<file path="src/rtl/ads131_cmd_sequencer.sv">
// ADS131 power-up command sequencer.
// Resets the ADC, polls until it reports ready, then writes the configuration
// registers one at a time, checking each acknowledgment on the following frame.
// Once configured it turns every data-ready falling edge into a single NULL frame.
module ads131_cmd_sequencer #(
    parameter logic [15:0] READY_WORD    = 16'hFF04,
    parameter logic [7:0]  A_SYS_CFG_VAL = 8'h60,
    parameter logic [7:0]  CLK1_VAL      = 8'h08,
    parameter logic [7:0]  CLK2_VAL      = 8'h86,
    parameter logic [7:0]  ADC_ENA_VAL   = 8'h0F,
    parameter int unsigned MAX_POLL      = 64
) (
    input  logic        synthesized_clock_4_167Mhz,
    input  logic        reset_n,
    input  logic        adc_init_i,
    input  logic        drdy_n_i,
    input  logic        xfer_busy_i,
    input  logic        xfer_done_i,
    input  logic [15:0] xfer_resp_i,
    output logic        xfer_start_o,
    output logic [15:0] xfer_cmd_o,
    output logic        init_done_o,
    output logic        init_error_o,
    output logic        sample_valid_o,
    output logic [2:0]  seq_state_o
);

    localparam int unsigned PollW = $clog2(MAX_POLL + 1);

    localparam logic [15:0] CmdReset  = 16'h0011;
    localparam logic [15:0] CmdNull   = 16'h0000;
    localparam logic [15:0] CmdUnlock = 16'h0655;
    localparam logic [15:0] CmdWakeup = 16'h0033;
    localparam logic [15:0] CmdLock   = 16'h0555;

    localparam logic [7:0] AddrASysCfg = 8'h0B;
    localparam logic [7:0] AddrClk1    = 8'h0D;
    localparam logic [7:0] AddrClk2    = 8'h0E;
    localparam logic [7:0] AddrAdcEna  = 8'h0F;

    localparam logic [2:0] LastStep = 3'd6;

    typedef enum logic [2:0] {
        StIdle     = 3'd0,
        StResetCmd = 3'd1,
        StPoll     = 3'd2,
        StCmd      = 3'd3,
        StCheck    = 3'd4,
        StRun      = 3'd5,
        StError    = 3'd6
    } state_e;

    state_e           state_q, state_d;
    logic [2:0]       step_q, step_d;
    logic [PollW-1:0] poll_q, poll_d;
    logic             out_q, out_d;
    logic [15:0]      cmd_q, cmd_d;
    logic             init_q;
    logic             drdy_s1_q, drdy_s2_q, drdy_prev_q;

    logic        init_rise;
    logic        honor_init;
    logic        done;
    logic        drdy_fall;
    logic        want_frame;
    logic        start;
    logic [15:0] frame_cmd;
    logic [15:0] table_cmd;
    logic [15:0] table_ack;

    // WREG command word and its acknowledgment share the address/data layout.
    function automatic logic [15:0] wreg_cmd(input logic [7:0] addr, input logic [7:0] data);
        return {8'h40 | addr, data};
    endfunction

    function automatic logic [15:0] wreg_ack(input logic [7:0] addr, input logic [7:0] data);
        return {8'h20 | addr, data};
    endfunction

    // Input conditioning: adc_init edge register and drdy_n synchronizer.
    always_ff @(posedge synthesized_clock_4_167Mhz or negedge reset_n) begin
        if (!reset_n) begin
            init_q      <= 1'b0;
            drdy_s1_q   <= 1'b1;
            drdy_s2_q   <= 1'b1;
            drdy_prev_q <= 1'b1;
        end else begin
            init_q      <= adc_init_i;
            drdy_s1_q   <= drdy_n_i;
            drdy_s2_q   <= drdy_s1_q;
            drdy_prev_q <= drdy_s2_q;
        end
    end

    assign init_rise = adc_init_i & ~init_q;
    assign drdy_fall = drdy_prev_q & ~drdy_s2_q;
    // A completion only counts when we actually have a frame in flight.
    assign done      = xfer_done_i & out_q;

    // Command table and the acknowledgment expected for each entry.
    always_comb begin
        table_cmd = CmdNull;
        table_ack = CmdNull;
        unique case (step_q)
            3'd0: begin
                table_cmd = CmdUnlock;
                table_ack = CmdUnlock;
            end
            3'd1: begin
                table_cmd = wreg_cmd(AddrASysCfg, A_SYS_CFG_VAL);
                table_ack = wreg_ack(AddrASysCfg, A_SYS_CFG_VAL);
            end
            3'd2: begin
                table_cmd = wreg_cmd(AddrClk1, CLK1_VAL);
                table_ack = wreg_ack(AddrClk1, CLK1_VAL);
            end
            3'd3: begin
                table_cmd = wreg_cmd(AddrClk2, CLK2_VAL);
                table_ack = wreg_ack(AddrClk2, CLK2_VAL);
            end
            3'd4: begin
                table_cmd = wreg_cmd(AddrAdcEna, ADC_ENA_VAL);
                table_ack = wreg_ack(AddrAdcEna, ADC_ENA_VAL);
            end
            3'd5: begin
                table_cmd = CmdWakeup;
                table_ack = CmdWakeup;
            end
            3'd6: begin
                table_cmd = CmdLock;
                table_ack = CmdLock;
            end
            default: begin
                table_cmd = CmdNull;
                table_ack = CmdNull;
            end
        endcase
    end

    // Which frame the current state wants to send, if any.
    always_comb begin
        want_frame = 1'b0;
        frame_cmd  = CmdNull;
        unique case (state_q)
            StResetCmd: begin
                want_frame = 1'b1;
                frame_cmd  = CmdReset;
            end
            StPoll, StCheck: begin
                want_frame = 1'b1;
                frame_cmd  = CmdNull;
            end
            StCmd: begin
                want_frame = 1'b1;
                frame_cmd  = table_cmd;
            end
            StRun: begin
                // Edges that land while a frame is in flight are dropped below.
                want_frame = drdy_fall;
                frame_cmd  = CmdNull;
            end
            default: begin
                want_frame = 1'b0;
                frame_cmd  = CmdNull;
            end
        endcase
    end

    assign honor_init = init_rise & ~out_q &
                        ((state_q == StIdle) | (state_q == StRun) | (state_q == StError));

    // A restart takes priority so a RUN frame never launches into RESET_CMD.
    assign start = want_frame & ~out_q & ~xfer_busy_i & ~honor_init;

    // Next-state logic: sequence advance, poll counting and outstanding tracking.
    always_comb begin
        state_d        = state_q;
        step_d         = step_q;
        poll_d         = poll_q;
        out_d          = out_q;
        cmd_d          = cmd_q;
        sample_valid_o = 1'b0;

        if (honor_init) begin
            state_d = StResetCmd;
            step_d  = 3'd0;
            poll_d  = '0;
        end else if (done) begin
            unique case (state_q)
                StResetCmd: state_d = StPoll;
                StPoll: begin
                    poll_d = poll_q + PollW'(1);
                    if (xfer_resp_i == READY_WORD) begin
                        state_d = StCmd;
                        step_d  = 3'd0;
                    end else if (poll_q == PollW'(MAX_POLL - 1)) begin
                        state_d = StError;
                    end
                end
                StCmd: state_d = StCheck;
                StCheck: begin
                    if (xfer_resp_i != table_ack) begin
                        state_d = StError;
                    end else if (step_q == LastStep) begin
                        state_d = StRun;
                    end else begin
                        step_d  = step_q + 3'd1;
                        state_d = StCmd;
                    end
                end
                StRun: sample_valid_o = 1'b1;
                default: state_d = state_q;
            endcase
        end

        // start needs out_q low and done needs it high, so they never coincide.
        if (start) begin
            out_d = 1'b1;
            cmd_d = frame_cmd;
        end else if (done) begin
            out_d = 1'b0;
        end
    end

    // Sequencer state registers.
    always_ff @(posedge synthesized_clock_4_167Mhz or negedge reset_n) begin
        if (!reset_n) begin
            state_q <= StIdle;
            step_q  <= 3'd0;
            poll_q  <= '0;
            out_q   <= 1'b0;
            cmd_q   <= CmdNull;
        end else begin
            state_q <= state_d;
            step_q  <= step_d;
            poll_q  <= poll_d;
            out_q   <= out_d;
            cmd_q   <= cmd_d;
        end
    end

    // Command is presented with the start pulse and then held from cmd_q.
    assign xfer_start_o = start;
    assign xfer_cmd_o   = start ? frame_cmd : cmd_q;
    assign init_done_o  = (state_q == StRun);
    assign init_error_o = (state_q == StError);
    assign seq_state_o  = state_q;

endmodule
</file>
<file path="config.mk">
export PLATFORM = sky130hd
export DESIGN_NAME = ads131_cmd_sequencer
export DESIGN_NICKNAME = d
export VERILOG_FILES = /design/src/rtl/ads131_cmd_sequencer.sv
export SDC_FILE = /design/constraint.sdc
export NUM_CORES = 1
export LEC_CHECK = 0
export CAP_MARGIN = 0
export CORE_UTILIZATION = 25
export CTS_CLUSTER_SIZE = 14
export DETAILED_ROUTE_END_ITERATION = 16
export SYNTH_ARGS = -nofsm -noshare
export SYNTH_HDL_FRONTEND = slang
export SYNTH_SLANG_ARGS = --single-unit
export TNS_END_PERCENT = 50
</file>
<file path="constraint.sdc">
create_clock -name synthesized_clock_4_167Mhz -period 5.1 [get_ports synthesized_clock_4_167Mhz]
set_input_delay 1.02 -clock synthesized_clock_4_167Mhz [delete_from_list [all_inputs] [get_ports synthesized_clock_4_167Mhz]]
set_output_delay 1.02 -clock synthesized_clock_4_167Mhz [all_outputs]
set_load 0.005 [all_outputs]
</file>
==> impl_results.md <==
* Largest net degree at the start of global routing at 35
* Row cnt at 35
* Die Y at 99.3 um
* Reg2reg path depth at 8
* Detailed-placement wirelength estimate at 4600 um
* First-pass GRT wire length at 10400 um
* R2R Path End: seq_state_o[2]
* CP startpoint kind: input port
* Most common cell in the synthesized netlist: dfrtp_1
* Synthesis Warnings at 0
* Fin crit period at 4.73 ns
* Max clock buf depth at 2
* Die width at 99.3 um
* Per-cell routed wire length at 14.7 um
* Area of the multi-input gates at 1400 sq um
* Fin area at 2990 sq um
* Fin. Hold Viols at 0
* PostCTS Resize Cnt at 0
* Maximum VDD drop at 0.132 mV
* Seq. cell area at 855 sq um
* CTS Root Cell: clkbuf_8
* Initial core utilization at 0.257
* Slew headroom at 0.442
* Clock sinks at 34
* Final period util at 0.927
* Total negative slack at 0 ns
* CP Capture Type: primary output
* Synth Net Count at 301
* Clk slew on worst S/H paths at 0.06 ns
* Worst flop-to-flop path startpoint: step_q[0]
* Fin nets at 339
* Fillers at 974
* Cell area after synthesis at 2370 sq um
* Hold Path End: drdy_s2_q
* Maximum clock frequency at 0.211 GHz
* Deepest level of the CTS H-tree at 2
* Syn Inst Count at 273
* Synth top area share at 0.328
* Total number of vias at 2204
* Initial antenna violation count at 0
* EDFF count, synth at 0
* # hold bufs at CTS at 0
* Worst EP arrival at 3.71 ns
* Post-synth top area cell: dfrtp_1
* IO Pins at 45
* GRT Overall Usage at 0.130
* Vias in the first global route at 2075
* Synth cell count leaders: dfrtp_1, nand2_1, nor2_1
* CTS buffer count at 5
* Min-delay src: drdy_s1_q
* Fin Clk Skew at 0.0114 ns
* DRT antenna net count at 0
* CP Data Required Time at 4.08 ns
* CP startpoint: adc_init_i
* Share of flip-flops with an asynchronous set or reset at 1.00
* 1st-iter DRT viols at 241
* # port buffers at 44
* Main synth FF type: dfrtp_1
* WL final at 6200 um
* Critical path class: in -> out
* Pwr Density at 406 nW/um^2
* Worst Hold Depth at 0
* Worst min path class: reg -> reg
* Final setup fails at 0
* Die area at 9860 sq um
* CTS tree: built
* RePlAce Congestion at 0.860
* RSZ-0062 raised after global routing: false
* R2R setup slack at 1.85 ns
* DRC Markers at 2
* Mapped Avg Cell Area at 8.67 sq um
* Placed instance area at 2900 sq um
* Initial DRT Pass Iterations at 10
* Share of post-route cells with drive strength above 1 at 0.0897
* Setup bufs post-CTS at 0
* Clk_lat worst skew at 0.29 ns
* Seq cells post-synth at 34
* Synth cell types at 64
* Util after Layout at 0.325
* Failing checks: DRC
* Total grt overflow at 0
* CP Max Fanout at 18
* Mean number of vias per cell at 5.21
* Largest cells by area after synthesis: dfrtp_1, nand2_1, o21ai_0, dfstp_2, ha_1
* Area grow syn2layout at 26.3%
* Core Region at 9200 sq um
* Leakage at 1.17 nW
* ANT cells at 0
* Sequential share of the synthesized area at 0.361
* Worst slew pin tran at 0.837 ns
* Max-cap viol count at 0
* Status: finished, violations left
* Pins Over Slew Limit at 0
-- metrics by stage --
| step | worst slack (ns) | hold slack [ns] | power (mW) | std cells |
|---|---|---|---|---|
| global route | 0.140 | 0.367 | 1.31 | 423 |
| finish | 0.370 | 0.357 | 1.21 | 423 |
| floorplan | 1.50 | 0.345 | 0.784 | 273 |
| global placement | 0.398 | 0.347 | 1.00 | 415 |
| detailed placement | 0.371 | 0.352 | 1.01 | 415 |
| CTS | 0.369 | 0.359 | 1.22 | 423 |
-- metal layers --
| layer | global-route usage | wire, um |
|---|---|---|
| met1 | 0.184 | 3030 |
| met2 | 0.207 | 2790 |
| met3 | 0.0197 | 307 |
| met4 | 0.0351 | 68 |
| met5 | 0 | 0 |
-- where the power goes --
group | total, mW | switching (mW) | internal, mW
sequential | 0.417 | 0.0875 | 0.329
combinational | 0.587 | 0.314 | 0.273
clock | 0.208 | 0.0994 | 0.109
total | 1.21 | 0.501 | 0.711
-- worst max-delay path by stage --
stage | endpoint | depth (start not counted)
final | xfer_cmd_o[7] | 9
after global routing | xfer_cmd_o[5] | 9
after CTS | xfer_cmd_o[8] | 8
after detailed placement | xfer_cmd_o[8] | 8
after global placement | xfer_cmd_o[0] | 9
after floorplan | xfer_cmd_o[8] | 7
-- registers in the layout, indices dropped and copies added, names as in the netlist --
register and count:
seq_state_o 3, drdy_s2_q 1, poll_q 7, drdy_s1_q 1, init_q 1, drdy_prev_q 1
step_q 3, out_q 1, cmd_q 16
-- cell type report --
class | count | area share
Multi-Input combinational cell | 213 | 0.470
Sequential cell | 34 | 0.286
Timing Repair Buffer | 47 | 0.155
Tap cell | 111 | 0.0465
Clock buffer | 7 | 0.0289
Inverter | 10 | 0.0126
Clock inverter | 1 | 0.00167
-- cell usage in the layout (no fill, tap or decap), types with 6 or more instances in the layout --
cell and count:
clkdlybuf4s50_1 44, nor3_1 11, nor2_1 20, dfrtp_1 31
inv_1 10, nand2_1 30, nand2b_1 9, o21ai_0 17
o31ai_1 7, and2_1 6, ha_1 6, a21oi_1 10
nor4_1 7, clkbuf_8 6
-- critical path, stage by stage --
cell and delay [ns]:
clkdlybuf4s50_1 0.48, or3b_2 0.50, nand3b_1 0.11, a21o_1 0.11
a2111o_1 0.47, buf_4 0.28, nand2_1 0.07, o31ai_1 0.09
clkdlybuf4s50_1 0.57
-- cell families after synthesis --
logic type / Yosys count / share of synthesized area
AND/OR/NAND/NOR: 120 / 0.277
AO/OA/AOI/OAI: 73 / 0.230
flip-flops: 34 / 0.361
buffers and inverters: 26 / 0.0455
XOR/XNOR: 10 / 0.0370
adder cells (fa/ha/maj): 6 / 0.0317
multiplexers: 4 / 0.0175
No activity file was read; power rests on OpenSTA's default activity.
